### src/rtl/lsu_ctrl.sv
// lsu_ctrl: RV32I load/store unit controller for an 8-bit-addressed data_mem.
// Misaligned accesses are split into byte beats.
`default_nettype none

module lsu_ctrl (
  input  logic        clk,
  input  logic        rst_n,
  input  logic        req_valid,
  output logic        req_ready,
  input  logic        req_store,
  input  logic [2:0]  req_funct3,
  input  logic [31:0] req_addr,
  input  logic [31:0] req_wdata,
  output logic        resp_valid,
  output logic [31:0] resp_rdata,
  output logic        resp_fault,
  output logic        mem_read,
  output logic        mem_write,
  output logic [2:0]  mem_funct3,
  output logic [7:0]  mem_addr,
  output logic [31:0] mem_wval,
  input  logic [31:0] mem_rval
);

  localparam logic [1:0] S_IDLE    = 2'd0;
  localparam logic [1:0] S_ISSUE   = 2'd1;
  localparam logic [1:0] S_CAPTURE = 2'd2;
  localparam logic [1:0] S_RESP    = 2'd3;

  logic [1:0]  r_state;
  logic [1:0]  w_state_next;

  logic        r_store;
  logic [2:0]  r_funct3;
  logic [7:0]  r_addr;
  logic [31:0] r_wdata;
  logic        r_misal;
  logic [2:0]  r_size;
  logic [1:0]  r_beat;
  logic        r_fault;
  logic [31:0] r_rdata;

  logic        w_legal;
  logic [2:0]  w_size;
  logic        w_misal;
  logic [8:0]  w_end;
  logic        w_fault;
  logic        w_last;
  logic [31:0] w_merge;
  logic [31:0] w_cap;

  // Request decode, evaluated on the incoming request while in IDLE
  always_comb begin
    w_legal = 1'b0;
    if (req_store) begin
      w_legal = (req_funct3 == 3'b000) || (req_funct3 == 3'b001) || (req_funct3 == 3'b010);
    end else begin
      w_legal = (req_funct3 == 3'b000) || (req_funct3 == 3'b001) || (req_funct3 == 3'b010) ||
                (req_funct3 == 3'b100) || (req_funct3 == 3'b101);
    end
    case (req_funct3[1:0])
      2'b00:   w_size = 3'd1;
      2'b01:   w_size = 3'd2;
      default: w_size = 3'd4;
    endcase
    w_misal = (req_addr[1:0] & (w_size[1:0] - 2'd1)) != 2'b00;
    w_end   = {1'b0, req_addr[7:0]} + {6'b0, w_size} - 9'd1;
    w_fault = !w_legal || (req_addr[31:8] != 24'd0) || (w_end > 9'h0FF);
  end

  always_comb begin
    w_last  = !r_misal || ({1'b0, r_beat} == (r_size - 3'd1));
    w_merge = r_rdata | ({24'b0, mem_rval[7:0]} << {r_beat, 3'b000});
    if (!r_misal) begin
      w_cap = mem_rval;
    end else if (w_last && (r_funct3 == 3'b001)) begin
      w_cap = {{16{w_merge[15]}}, w_merge[15:0]};
    end else begin
      w_cap = w_merge;
    end
  end

  always_ff @(posedge clk or negedge rst_n) begin
    if (!rst_n) begin
      r_state <= S_IDLE;
    end else begin
      r_state <= w_state_next;
    end
  end

  always_comb begin
    w_state_next = r_state;
    case (r_state)
      S_IDLE: begin
        if (req_valid) begin
          w_state_next = w_fault ? S_RESP : S_ISSUE;
        end
      end
      S_ISSUE: begin
        if (!r_store) begin
          w_state_next = S_CAPTURE;
        end else if (w_last) begin
          w_state_next = S_RESP;
        end
      end
      S_CAPTURE: w_state_next = w_last ? S_RESP : S_ISSUE;
      default:   w_state_next = S_IDLE;
    endcase
  end

  always_ff @(posedge clk or negedge rst_n) begin
    if (!rst_n) begin
      r_store  <= 1'b0;
      r_funct3 <= 3'b000;
      r_addr   <= 8'd0;
      r_wdata  <= 32'd0;
      r_misal  <= 1'b0;
      r_size   <= 3'd0;
      r_beat   <= 2'd0;
      r_fault  <= 1'b0;
      r_rdata  <= 32'd0;
    end else begin
      case (r_state)
        S_IDLE: begin
          if (req_valid) begin
            r_store  <= req_store;
            r_funct3 <= req_funct3;
            r_addr   <= req_addr[7:0];
            r_wdata  <= req_wdata;
            r_misal  <= w_misal;
            r_size   <= w_size;
            r_beat   <= 2'd0;
            r_fault  <= w_fault;
            r_rdata  <= 32'd0;
          end
        end
        S_ISSUE: begin
          if (r_store && !w_last) begin
            r_beat <= r_beat + 2'd1;
          end
        end
        S_CAPTURE: begin
          r_rdata <= w_cap;
          if (!w_last) begin
            r_beat <= r_beat + 2'd1;
          end
        end
        default: ;
      endcase
    end
  end

  // Memory-side signals are only non-zero during ISSUE so reset forces them low at once
  always_comb begin
    req_ready  = (r_state == S_IDLE);
    mem_read   = 1'b0;
    mem_write  = 1'b0;
    mem_funct3 = 3'b000;
    mem_addr   = 8'd0;
    mem_wval   = 32'd0;
    resp_valid = 1'b0;
    resp_fault = 1'b0;
    resp_rdata = 32'd0;
    case (r_state)
      S_ISSUE: begin
        mem_read  = !r_store;
        mem_write = r_store;
        if (r_misal) begin
          mem_funct3 = r_store ? 3'b000 : 3'b100;
          mem_addr   = r_addr + {6'b0, r_beat};
          mem_wval   = r_store ? {24'b0, r_wdata[{r_beat, 3'b000} +: 8]} : 32'd0;
        end else begin
          mem_funct3 = r_funct3;
          mem_addr   = r_addr;
          mem_wval   = r_store ? r_wdata : 32'd0;
        end
      end
      S_RESP: begin
        resp_valid = 1'b1;
        resp_fault = r_fault;
        resp_rdata = r_rdata;
      end
      default: ;
    endcase
  end

endmodule

`default_nettype wire
### config.mk
export PLATFORM = sky130hd
export DESIGN_NAME = lsu_ctrl
export DESIGN_NICKNAME = d
export VERILOG_FILES = /design/src/rtl/lsu_ctrl.sv
export SDC_FILE = /design/constraint.sdc
export NUM_CORES = 1
export LEC_CHECK = 0
export BUFFER_PORTS_ARGS = -buffer_cell sky130_fd_sc_hd__clkbuf_2
export CORE_ASPECT_RATIO = 0.7
export CORE_UTILIZATION = 45
export DETAILED_ROUTE_END_ITERATION = 8
export PLACE_DENSITY_LB_ADDON = 0.12
export RECOVER_POWER = 25
export SYNTH_ARGS = -nofsm -noshare
export SYNTH_HDL_FRONTEND = slang
export SYNTH_SLANG_ARGS = --single-unit
### constraint.sdc
create_clock -name clk -period 4.2 [get_ports clk]
set_input_delay 0.42 -clock clk [delete_from_list [all_inputs] [get_ports clk]]
set_output_delay 0.42 -clock clk [all_outputs]
set_load 0.005 [all_outputs]
; ---- Yosys cells after proc, flatten, opt, wreduce, memory -nomap -nowiden
; Cells that the tools add are included.
; Widths: inputs -> output; s select.
[classes]
bitwise = 2
reduce_logical = 24
n_lt_le_gt_ge = 1
eq_ne = 14
n_mux = 30
addsub = 6
shift = 2
[op_table]
columns = cell, n
row1 = $mux 32, 7
row2 = $pmux 32 s2, 1
row3 = $or 32x32->32, 1
row4 = $shiftx 32x6->8, 1
row5 = $shl 8x5->32, 1
row6 = $mux 8, 3
row7 = $reduce_bool 24->1, 1
row8 = $mux 2, 8
row9 = $pmux 2 s3, 2
row10 = $add 8x3->9, 1
row11 = $gt 9x8->1 const B, 1
row12 = $mux 3, 3
row13 = $sub 9x1->9 const B, 1
row14 = $add 8x2->8, 1
row15 = $logic_or 1x1->1, 7
row16 = $eq 3x1->1 const B, 2
row17 = $eq 3x3->1 const B, 2
row18 = $ne 2x2->1 const B, 3
row19 = $pmux 3 s2, 1
row20 = $reduce_and 2->1, 3
row21 = $mux 1, 5
row22 = $eq 2x1->1 const B, 2
row23 = $eq 2x2->1 const B, 2
row24 = $logic_not 1->1, 4
row25 = other kinds (13), 16
[word_totals]
regBits = 85
input_bits = 103
word_cells = 89
out_inout_bits = 80

; ---- Depth between registers and ports, before layout
[logic_depth]
word_depth = 12
ltp_mapped = 10
depth_no_buf = 10

; ---- Worst setup path after synthesis
; No wires, ideal clock.
[synth_timing]
path_type = input -> register
startpoint = input req_addr[2]
endpoint = register r_state[1]
t_required_ns = 4.117
setup_time_ns = 0.083
path_slack_ns = 2.081
arrival_ns = 2.036
n_path_buf = 0
path_stages = 9
cell_sequence = inv_1 > ha_1 > inv_1 > ha_1 > nand3_1 > a21oi_1 > a2111oi_0 > mux2_2 > o21ai_0
[synth_between]
elab_chain_cells = 7
[synth_lines]
columns = item, line
row1 = start: declaration, 12  ; input logic [31:0] req_addr,
row2 = $add 8x3->9, 67  ; w_end = {1'b0, req_addr[7:0]} + {6'b0, w_size} - 9'd1;
row3 = $sub 9x1->9, 67
row4 = $gt 9x8->1, 68  ; w_fault = !w_legal || (req_addr[31:8] != 24'd0) || (w_end > 9'h0FF);
row5 = $logic_or 1x1->1, 68
row6 = $mux 2, 96  ; w_state_next = w_fault ? S_RESP : S_ISSUE;
row7 = $mux 2, 95  ; if (req_valid) begin
row8 = $pmux 2 s3, 93  ; case (r_state)
row9 = end signal: assignment, 87  ; r_state <= w_state_next;
row10 = end: declaration, 30  ; logic [1:0] r_state;
; Every way passes these cells. The select of a mux whose other input is x is not followed.
; A chain may end at the register's enable or synchronous reset.

; ---- Worst setup path after layout
[layout_timing]
startpoint = register r_state[1]
endpoint = output mem_wval[23]
[layout_between]
elab_chain_cells = 2
[layout_lines]
columns = item, line
row1 = $eq 2x1->1, 164  ; case (r_state)
row2 = $mux 32, 164
row3 = end: declaration, 21  ; output logic [31:0] mem_wval,
; Every way passes these cells.

==> reports/results.tsv <==
stage	metric	value	unit
grt	largest net degree at the start of global routing	86	
setup_path	Critical Path RT	3.78	ns
routing	drc violations	0	
synthesis	Seq/Total Area, Yosys	42.3	%
cells_and_area	# fillers	957	
cells_and_area	final design utilization	59.9	%
timing	Final min period	2.98	ns
setup_path	data arrival time of the worst path	2.56	ns
hold_path	Hold WC Path Type	in -> reg	
setup_path	RR Endpoint	r_rdata[0]	
synthesis	synthesized area per cell	9.37	µm²
timing	Slew headroom	-40.0	%
synthesis	Synth Area in Simple Gates	16.6	%
floorplan	overall die width	128	µm
synthesis	Post-Syn Instances	536	
grt	initial antenna violation count	0	
synthesis	Syn Nets	658	
routing	ANT nets after route	0	
timing	period utilization	71.0	%
placement	placement-stage worst setup slack	1.58	ns
timing	Max Clk Rate	335	MHz
grt	vias in the first global route	4395	
floorplan	num rows	31	
timing	Layout Skew	0.00481	ns
setup_path	Worst Setup Path Type	reg -> out	
synthesis	post-synthesis mux area share	10.5	%
synthesis	Yosys Warn Count	0	
clock_tree	Clock Pin Slew Worst Setup and Hold Paths	0.06	ns
routing	Initial DRC Count	239	
clock_tree	Skew-Pair Late Insertion Delay	0.33	ns
placement	dpl hpwl	9.90	mm
setup_path	crit path max fanout	22	
synthesis	Adder-Cell Fraction of Synth Area	4.88	%
clock_tree	post-cts sizing count	0	
clock_tree	CTS sink cnt	85	
timing	Slew @ Worst Pin	2.10	ns
power	Pleak	3.17	nW
routing	drt pass-1 iters	4	
timing	final hold slack	0.318	ns
routing	Routed WL	13.5	mm
floorplan	core footprint	10600	µm²
clock_tree	cts hold-fix bufs	0	
hold_path	WHS Path Cells	2	
setup_path	Setup crit end kind	output pin	
synthesis	register bit count reported by yosys	85	
floorplan	Initial Util	47.5	%
placement	I/O Buffers	182	
synthesis	largest family of logic cells by synthesized area	compound AO/OA/AOI/OAI gates	
clock_tree	Setup Buffers After CTS	0	
floorplan	Ports	183	
synthesis	post-synth cell types	37	
clock_tree	CTS H-tree depth	3	
setup_path	type of origin of the critical path	flop	
job	max-cap check violation count	1	
setup_path	Critical R2R Launch	r_state[0]	
cells_and_area	area added between synthesis and finish	26.1	%
cells_and_area	Multi-input gate area	2650	µm²
routing	vias after detailed routing	4553	
timing	final setup fails	0	
status	status	finished, violations left	
setup_path	cells on worst reg2reg path	8	
cells_and_area	Antenna Cells	0	
cells_and_area	nets	823	
hold_path	Hold Startpoint	req_wdata[29]	
clock_tree	CTS Buffer Depth	2	
clock_tree	CTS tree	yes	
synthesis	largest area contributor in the netlist	dfrtp_1	
clock_tree	Root Buffer	clkbuf_16	
floorplan	Die Area	11600	µm²
setup_path	Worst R2R Setup Slack	1.59	ns
power	Power, Total	0.00434	W
routing	Via density	5.34	
synthesis	synth top area cells	dfrtp_1 42%, and2_1 8.3%, mux2_2 8.3%	
synthesis	Post-Synth XOR/XNOR Area	1.57	%
floorplan	Chip Height	90.4	µm
timing	count of final max-slew check failures	86	
synthesis	Post-Syn Area	5020	µm²
cells_and_area	share of layout cells above drive strength 1	34.2	%
routing	post-detailed-route wirelength per cell	15.8	µm
hold_path	Hold Path End	r_wdata[29]	
placement	Final GP Congestion	0.833	
timing	Final Hold Viols	0	
timing	Setup TNS	0	ns
grt	global-route wire length before repair	22.1	mm
cells_and_area	FF/Latch Area	2130	µm²
synthesis	top cell type's share of synthesized area	42.3	%
timing	RSZ-0062 raised after global routing	false	
timing	Final WS setup	1.22	ns
grt	global route total overflow	0	
grt	GRT Total Usage	24.0	%
clock_tree	total CTS buffers	9	
power	Power Density	684	nW/µm²
status	failing checks	max-capacitance violations, max-slew violations	
synthesis	Compound-Gate Fraction of Synth Area	19.2	%
power	Max rail drop VDD	331	µV
==> worst max-delay path by stage <==
stage | startpoint | to | slack [ns] | cells after the start
2_1_floorplan | req_addr[2] | r_state[1] | 2.08 | 9
3_3_place_gp | r_state[1] | mem_wval[27] | 1.66 | 7
3_5_place_dp | r_state[1] | mem_wval[23] | 1.58 | 7
4_1_cts | r_state[1] | mem_wval[23] | 1.19 | 7
5_1_grt | r_state[1] | mem_wval[23] | 1.01 | 7
6_report | r_state[1] | mem_wval[23] | 1.22 | 7
==> final cells by class <==
| cell class | count | share of cell area (%) |
|---|---|---|
| clock buffers | 10 | 3.77 |
| clock inverters | 4 | 1.16 |
| inverters | 32 | 1.89 |
| multi-input cells | 387 | 41.8 |
| flip-flops and latches | 85 | 33.6 |
| well taps | 148 | 2.92 |
| repair buffers | 186 | 14.8 |
==> cell usage in the layout, fill, tap and decap left out, types with 2 or more instances in the layout <==
master | Yosys | layout
clkbuf_2 | 0 | 182
dfrtp_1 | 85 | 85
and2_1 | 67 | 67
a21oi_1 | 62 | 62
o21ai_0 | 49 | 49
mux2_2 | 37 | 37
nand2_1 | 34 | 33
inv_1 | 32 | 32
nor2_1 | 21 | 21
ha_1 | 18 | 18
a221o_1 | 17 | 17
a22o_1 | 16 | 16
mux2i_1 | 11 | 11
clkbuf_16 | 0 | 9
xnor2_1 | 7 | 7
nand3_1 | 7 | 7
nor2b_1 | 7 | 7
nor4_1 | 6 | 6
nand4_1 | 4 | 4
buf_4 | 1 | 4
nand2b_1 | 3 | 3
nor3_1 | 3 | 3
and3b_1 | 2 | 2
xor2_1 | 2 | 2
o21a_1 | 2 | 2
o311ai_0 | 2 | 2
bufinv_16 | 0 | 2
==> cell usage after synthesis <==
| cell type | instances |
|---|---|
| a2111oi_0 | 1 |
| a21o_1 | 1 |
| a21oi_1 | 62 |
| a221o_1 | 17 |
| a22o_1 | 16 |
| a31o_2 | 1 |
| a31oi_1 | 1 |
| and2_1 | 67 |
| and3b_1 | 2 |
| buf_1 | 2 |
| buf_2 | 3 |
| buf_4 | 1 |
| clkbuf_1 | 26 |
| dfrtp_1 | 85 |
| fa_1 | 1 |
| ha_1 | 18 |
| inv_1 | 32 |
| mux2_2 | 37 |
| mux2i_1 | 11 |
| nand2_1 | 34 |
| nand2b_1 | 3 |
| nand3_1 | 7 |
| nand4_1 | 4 |
| nor2_1 | 21 |
| nor2b_1 | 7 |
| nor3_1 | 3 |
| nor3b_1 | 1 |
| nor4_1 | 6 |
| o2111a_1 | 1 |
| o21a_1 | 2 |
| o21ai_0 | 49 |
| o21ai_1 | 1 |
| o311ai_0 | 2 |
| o31ai_4 | 1 |
| or2_2 | 1 |
| xnor2_1 | 7 |
| xor2_1 | 2 |
==> per-layer routing <==
metal	wire length, µm	up-vias	global-route usage [%]
met4	94	0	5.69
li1	-	2204	-
met3	975	11	6.87
met5	0	-	0
met1	6250	2175	33.2
met2	6150	163	37.1
==> critical path, cell delays in order, from the launching register on <==
cell and delay, ns:
dfrtp_1 0.40, inv_1 0.12, ha_1 0.44, and2_1 0.44, nor2b_1 0.26, buf_4 0.26
and2_1 0.19, clkbuf_2 0.12
==> registers in the layout, summed over array words and instances, names as in the netlist <==
name	cells
r_rdata	32
r_wdata	32
r_addr	8
r_funct3	3
r_size	3
r_beat	2
r_state	2
r_fault	1
r_misal	1
r_store	1
==> power by group <==
part / leakage, nW / internal (W) / switching, W
logic: 1.97 / 0.000907 / 0.00104
clock network: 0.154 / 0.000530 / 0.000310
registers: 1.05 / 0.00121 / 0.000339
total: 3.17 / 0.00265 / 0.00169
==> stage by stage <==
stage	cell area, µm²	instances
4_1_cts	6340	852
6_report	6340	852
3_5_place_dp	6030	838
3_3_place_gp	6030	838
5_1_grt	6340	852
2_1_floorplan	5020	536
==> logic make-up after synthesis <==
kind of cell               count (synthesis)
muxes                                     48
DFF                                       85
AOI/OAI and AO/OA                        155
buffers and inverters                     64
and+or+nand+nor                          156
adders and majority gates                 19
xor gates and xnor gates                   9
(Power assumes the default switching activity.)
